`src/rtl/op_timer_bank.sv`:
```
// Multi-channel operator latency profiler: each channel times start->done pulse pairs
// and keeps last/min/max/total/ops statistics plus sticky saturation and protocol-error flags.
module op_timer_bank #(
  parameter int NUM_CH = 4,
  parameter int CNT_W  = 32,
  parameter int ACC_W  = 48,
  parameter int OPS_W  = 16
) (
  input  logic              i_clk,
  input  logic              i_rst,
  input  logic [NUM_CH-1:0] i_start,
  input  logic [NUM_CH-1:0] i_done,
  input  logic              i_clear,
  input  logic              i_rd_en,
  input  logic [3:0]        i_rd_ch,
  input  logic [2:0]        i_rd_sel,
  output logic [ACC_W-1:0]  o_rd_data,
  output logic              o_rd_valid,
  output logic [NUM_CH-1:0] o_busy,
  output logic [NUM_CH-1:0] o_err
);

  localparam logic [0:0]       ST_IDLE = 1'b0;
  localparam logic [0:0]       ST_RUN  = 1'b1;
  localparam logic [CNT_W-1:0] CNT_MAX = '1;
  localparam logic [ACC_W-1:0] ACC_MAX = '1;
  localparam logic [OPS_W-1:0] OPS_MAX = '1;

  logic [CNT_W-1:0] w_last  [NUM_CH];
  logic [CNT_W-1:0] w_min   [NUM_CH];
  logic [CNT_W-1:0] w_max   [NUM_CH];
  logic [ACC_W-1:0] w_total [NUM_CH];
  logic [OPS_W-1:0] w_ops   [NUM_CH];
  logic             w_sat   [NUM_CH];
  logic [ACC_W-1:0] w_rd_mux;

  genvar gi;
  generate
    for (gi = 0; gi < NUM_CH; gi++) begin : g_ch
      logic [0:0]       r_state;
      logic [CNT_W-1:0] r_cnt;
      logic [CNT_W-1:0] r_last;
      logic [CNT_W-1:0] r_min;
      logic [CNT_W-1:0] r_max;
      logic [ACC_W-1:0] r_total;
      logic [OPS_W-1:0] r_ops;
      logic             r_sat;
      logic             r_err;
      logic [ACC_W:0]   w_sum;
      logic             w_rec;

      // One extra bit on the sum exposes overflow of the accumulator.
      assign w_sum = {1'b0, r_total} + (ACC_W+1)'(r_cnt);
      assign w_rec = (r_state == ST_RUN) && i_done[gi];

      always_ff @(posedge i_clk) begin
        if (i_rst || i_clear) begin
          r_state <= ST_IDLE;
          r_cnt   <= '0;
          r_last  <= '0;
          r_min   <= CNT_MAX;
          r_max   <= '0;
          r_total <= '0;
          r_ops   <= '0;
          r_sat   <= 1'b0;
          r_err   <= 1'b0;
        end else begin
          if (r_state == ST_IDLE) begin
            if (i_done[gi]) r_err <= 1'b1;
            if (i_start[gi]) begin
              r_state <= ST_RUN;
              r_cnt   <= CNT_W'(1);
            end
          end else if (i_done[gi]) begin
            if (i_start[gi]) begin
              r_cnt <= CNT_W'(1);
            end else begin
              r_state <= ST_IDLE;
              r_cnt   <= '0;
            end
          end else begin
            // A restart while running is flagged but the running count keeps going.
            if (i_start[gi]) r_err <= 1'b1;
            if (r_cnt == CNT_MAX) r_sat <= 1'b1;
            else r_cnt <= r_cnt + 1'b1;
          end

          if (w_rec) begin
            r_last <= r_cnt;
            if (r_cnt < r_min) r_min <= r_cnt;
            if (r_cnt > r_max) r_max <= r_cnt;
            if (w_sum[ACC_W]) begin
              r_total <= ACC_MAX;
              r_sat   <= 1'b1;
            end else begin
              r_total <= w_sum[ACC_W-1:0];
            end
            if (r_ops == OPS_MAX) r_sat <= 1'b1;
            else r_ops <= r_ops + 1'b1;
          end
        end
      end

      assign w_last[gi]  = r_last;
      assign w_min[gi]   = r_min;
      assign w_max[gi]   = r_max;
      assign w_total[gi] = r_total;
      assign w_ops[gi]   = r_ops;
      assign w_sat[gi]   = r_sat;
      assign o_busy[gi]  = (r_state == ST_RUN);
      assign o_err[gi]   = r_err;
    end
  endgenerate

  // Out-of-range channel or field falls through to zero.
  always_comb begin
    w_rd_mux = '0;
    for (int c = 0; c < NUM_CH; c++) begin
      if (i_rd_ch == 4'(c)) begin
        case (i_rd_sel)
          3'd0:    w_rd_mux = ACC_W'(w_last[c]);
          3'd1:    w_rd_mux = ACC_W'(w_min[c]);
          3'd2:    w_rd_mux = ACC_W'(w_max[c]);
          3'd3:    w_rd_mux = w_total[c];
          3'd4:    w_rd_mux = ACC_W'(w_ops[c]);
          3'd5:    w_rd_mux = ACC_W'({w_sat[c], o_err[c], o_busy[c]});
          default: w_rd_mux = '0;
        endcase
      end
    end
  end

  always_ff @(posedge i_clk) begin
    if (i_rst) begin
      o_rd_data  <= '0;
      o_rd_valid <= 1'b0;
    end else begin
      o_rd_valid <= i_rd_en;
      if (i_rd_en) o_rd_data <= w_rd_mux;
    end
  end

endmodule
```
`config.mk`:
```
export PLATFORM = sky130hd
export DESIGN_NAME = op_timer_bank
export DESIGN_NICKNAME = d
export VERILOG_FILES = /design/src/rtl/op_timer_bank.sv
export SDC_FILE = /design/constraint.sdc
export NUM_CORES = 2
export LEC_CHECK = 0
export CORE_MARGIN = 4
export CORE_UTILIZATION = 36
export CTS_CLUSTER_DIAMETER = 80
export DETAILED_ROUTE_END_ITERATION = 10
export PLACE_DENSITY = 0.53
export SYNTH_ARGS = -nofsm -noshare
export SYNTH_HDL_FRONTEND = slang
export SYNTH_SLANG_ARGS = --single-unit
export TNS_END_PERCENT = 100
```
`constraint.sdc`:
```
create_clock -name i_clk -period 8.8 [get_ports i_clk]
set_input_delay 1.76 -clock i_clk [delete_from_list [all_inputs] [get_ports i_clk]]
set_output_delay 1.76 -clock i_clk [all_outputs]
set_load 0.05 [all_outputs]
```
==> summary.md <==
| Metric | Value |
|---|---|
| Status | complete, no violations |
| Initial antenna violation count | 3 |
| Tcrit/Tclk final | 0.561 |
| Most frequent cells in the layout | 829 x dfxtp_1, 569 x nor2_1, 541 x nand2_1 |
| Share of the synthesized area in the top cell type | 0.331 |
| Final Hold Fails | 0 |
| Port Buf Inserts | 75 |
| Critical path class | flop to flop |
| Final instance area | 0.0557 mm2 |
| First DRT Iteration DRCs | 4298 |
| Max Cap Violations | 0 |
| Fmax | 203 MHz |
| Core area | 0.138 mm2 |
| Maximum buffer depth of the clock tree | 3 |
| First-pass GRT wire length | 275000 um |
| Clock latency on the worst-skew pair | 0.75 ns |
| Syn. warnings | 0 |
| Syn_nets | 6465 |
| DP HPWL | 131000 um |
| Crit path buf inv count | 0 |
| Worst Path Required | 9.41 ns |
| Slew of the pin with the lowest slew margin | 1.32 ns |
| Antenna-violating nets left | 0 |
| Final Max Slew Viols | 0 |
| Final setup violation count | 0 |
| Avg WL per Cell | 23.5 um |
| Worst path max stage delay | 0.71 ns |
| Synth area leader | dfxtp_1 |
| P&R area growth vs syn | 11.2% |
| Gr ovfl total | 0 |
| Worst path slowest cell | o21ai_1 |
| Sequential element share of the synthesized area | 0.331 |
| Vias per cell | 5.84 |
| Relative slew margins | 0.111 |
| Post-route minimum period | 4.94 ns |
| CP arrival | 5.54 ns |
| Full die area | 0.145 mm2 |
| Fill cell count | 13900 |
| Vias | 45400 |
| Worst Skew | 0.0461 ns |
| Avg Cell Area, Syn | 8.28 um2 |
| Final wirelength | 183000 um |
| Die height | 381 um |
| Cell family with most CP delay | compound AO/OA/AOI/OAI gates |
| DR pass1 iterations | 5 |
| H-tree Lvls | 3 |
| Mapped Cells | 6046 |
| PwrDens | 154 mW/mm2 |
| Share of cells above drive strength 1 | 0.0564 |
| Nets | 6334 |
| Worst path most repeated cell | o21ai_1 |
| DR DRC count | 0 |
| Post-synth ARST share | 0 |
| Clock sink count | 829 |
| CTS tree | yes |
| Number of synthesized flops with an enable pin | 0 |
| Cell breakdown of the critical path | ha_1, fa_1, a211oi_1, o21ai_0, nor4b_2, o31ai_1, a21oi_1, o21ai_1, o21ai_1, nand3_1, a311oi_1 |
| Vias in the first global route | 42000 |
| Most common cell after layout, fill and taps aside | dfxtp_1 |
| Worst Path Max Fanout | 12 |
| RSZ-0062 raised after global routing | false |
| CP Capture Type | flop |
| Final TNS setup | 0 ns |
| Leak Pwr | 22.3 nW |
| Clk slew on worst S/H paths | 0.06 ns |
| Placed cell area | 0.0524 mm2 |
| Post-CTS Setup Bufs | 0 |
| Die Span X | 381 um |
| CTS Root Cell | clkbuf_16 |
| IO Pins | 76 |
| Largest net degree at the start of global routing | 169 |
| GRT Overall Usage | 0.243 |
| Starting Density | 0.363 |
| Worst min path class | flop to flop |
| CTS resizes | 0 |
| Cts hold-fix bufs | 0 |
| Area of the mapped netlist | 0.0501 mm2 |
| Maximum vdd drop | 0.000149 V |
| #FFs+latches synth | 829 |
| Post-synth top flop | dfxtp_1 |
| Crit start category | flop |
| GPL Wtd Cong | 0.929 |
| FP Rows | 136 |
| Cts bufs inserted | 102 |
| Netlist cell types | 92 |
| Area contributors post-synth | dfxtp_1 33%, ha_1 9.9%, mux2i_1 7.3% |
-- cells in the mapped netlist, types with 13 or more instances --
cell and n:
o21bai_1 23, xor2_1 148, nor2b_1 34, nor4_1 31, o22ai_1 30, o21ai_0 327
nand2_1 541, xnor2_1 117, and4_1 40, inv_1 331, clkbuf_1 300, a21o_1 162
a221o_1 26, a311oi_1 17, mux2i_1 363, nand2b_1 33, a31oi_1 64, nand3_1 121
nand4_1 126, nor3_1 65, o21a_1 21, and3_1 53, or3_1 51, a21oi_1 427
buf_1 23, a32oi_1 13, o211ai_1 179, dfxtp_1 829, buf_4 15, buf_2 47
a221oi_1 72, a211oi_1 53, and2_1 35, a22oi_1 144, ha_1 396, nor2_1 572
-- per-stage QoR --
step | util | hold WS [ns] | worst slack [ns] | instances | power (mW)
after detailed placement | 0.380 | 0.449 | 3.60 | 7605 | 4.37
after floorplan | - | 0.435 | 5.00 | 6046 | 4.18
final | 0.404 | 0.457 | 3.86 | 7787 | 8.59
after global placement | 0.380 | 0.443 | 3.54 | 7605 | 4.37
after global routing | 0.404 | 0.475 | 3.62 | 7786 | 8.84
after CTS | 0.404 | 0.457 | 3.94 | 7786 | 8.67
-- layer usage --
metal | track usage | wire length (um) | up-vias
li1 | - | - | 21700
met1 | 0.361 | 87900 | 22000
met2 | 0.356 | 76000 | 1518
met3 | 0.0457 | 14200 | 250
met4 | 0.0670 | 5200 | 0
met5 | 0 | 0 | -
-- path summary, 6_finish.rpt --
kind / from / slack [ns] / endpoint / cells after the start
max: g_ch[0].r_cnt[0]$_SDFFE_PP0P_ / 3.86 / g_ch[0].r_total[47]$_SDFFE_PP0P_ / 11
max reg2reg: g_ch[0].r_cnt[0]$_SDFFE_PP0P_ / 3.86 / g_ch[0].r_total[47]$_SDFFE_PP0P_ / 11
min reg2reg: g_ch[1].r_max[14]$_SDFFE_PP0P_ / 0.46 / g_ch[1].r_max[14]$_SDFFE_PP0P_ / 2
min: g_ch[1].r_max[14]$_SDFFE_PP0P_ / 0.46 / g_ch[1].r_max[14]$_SDFFE_PP0P_ / 2
-- area by class of cell --
class	count	area (um2)	share of cell area
diodes	1	2.50	0.0000449
clock buffers	142	2890	0.0519
clock inverters	39	455	0.00818
inverters	332	1250	0.0224
multi-input cells	4498	30900	0.555
flip-flops and latches	829	16600	0.298
well taps	1794	2240	0.0403
repair buffers	152	1360	0.0244
-- flip-flops by register name (all words and copies together), names as in the netlist --
| signal | cells |
|---|---|
| g_ch.r_total | 192 |
| g_ch.r_cnt | 128 |
| g_ch.r_last | 128 |
| g_ch.r_max | 128 |
| g_ch.r_min | 128 |
| g_ch.r_ops | 64 |
| o_rd_data | 48 |
| g_ch.r_err | 4 |
| g_ch.r_sat | 4 |
| g_ch.r_state | 4 |
| o_rd_valid | 1 |
-- power breakdown --
group	internal (mW)	switching [mW]
logic	0.128	0.353
registers	3.78	0.0385
clock network	2.50	1.79
-- worst reg2reg max path: cells and delay by family (launching register included) --
kind,cells,cell delay (ns)
flops,1,0.69
compound gates,7,2.55
fa+ha+maj,2,0.61
simple gates,2,0.96
-- cell families after synthesis --
family	Yosys count	share of synthesized area
buffers and inverters	719	0.0562
muxes	377	0.0782
DFF	829	0.331
adders and majority gates	400	0.101
AOI/OAI and AO/OA	1710	0.226
and+or+nand+nor	1746	0.161
xor gates and xnor gates	265	0.0463
Note: power is estimated with default switching activity, not from simulation.
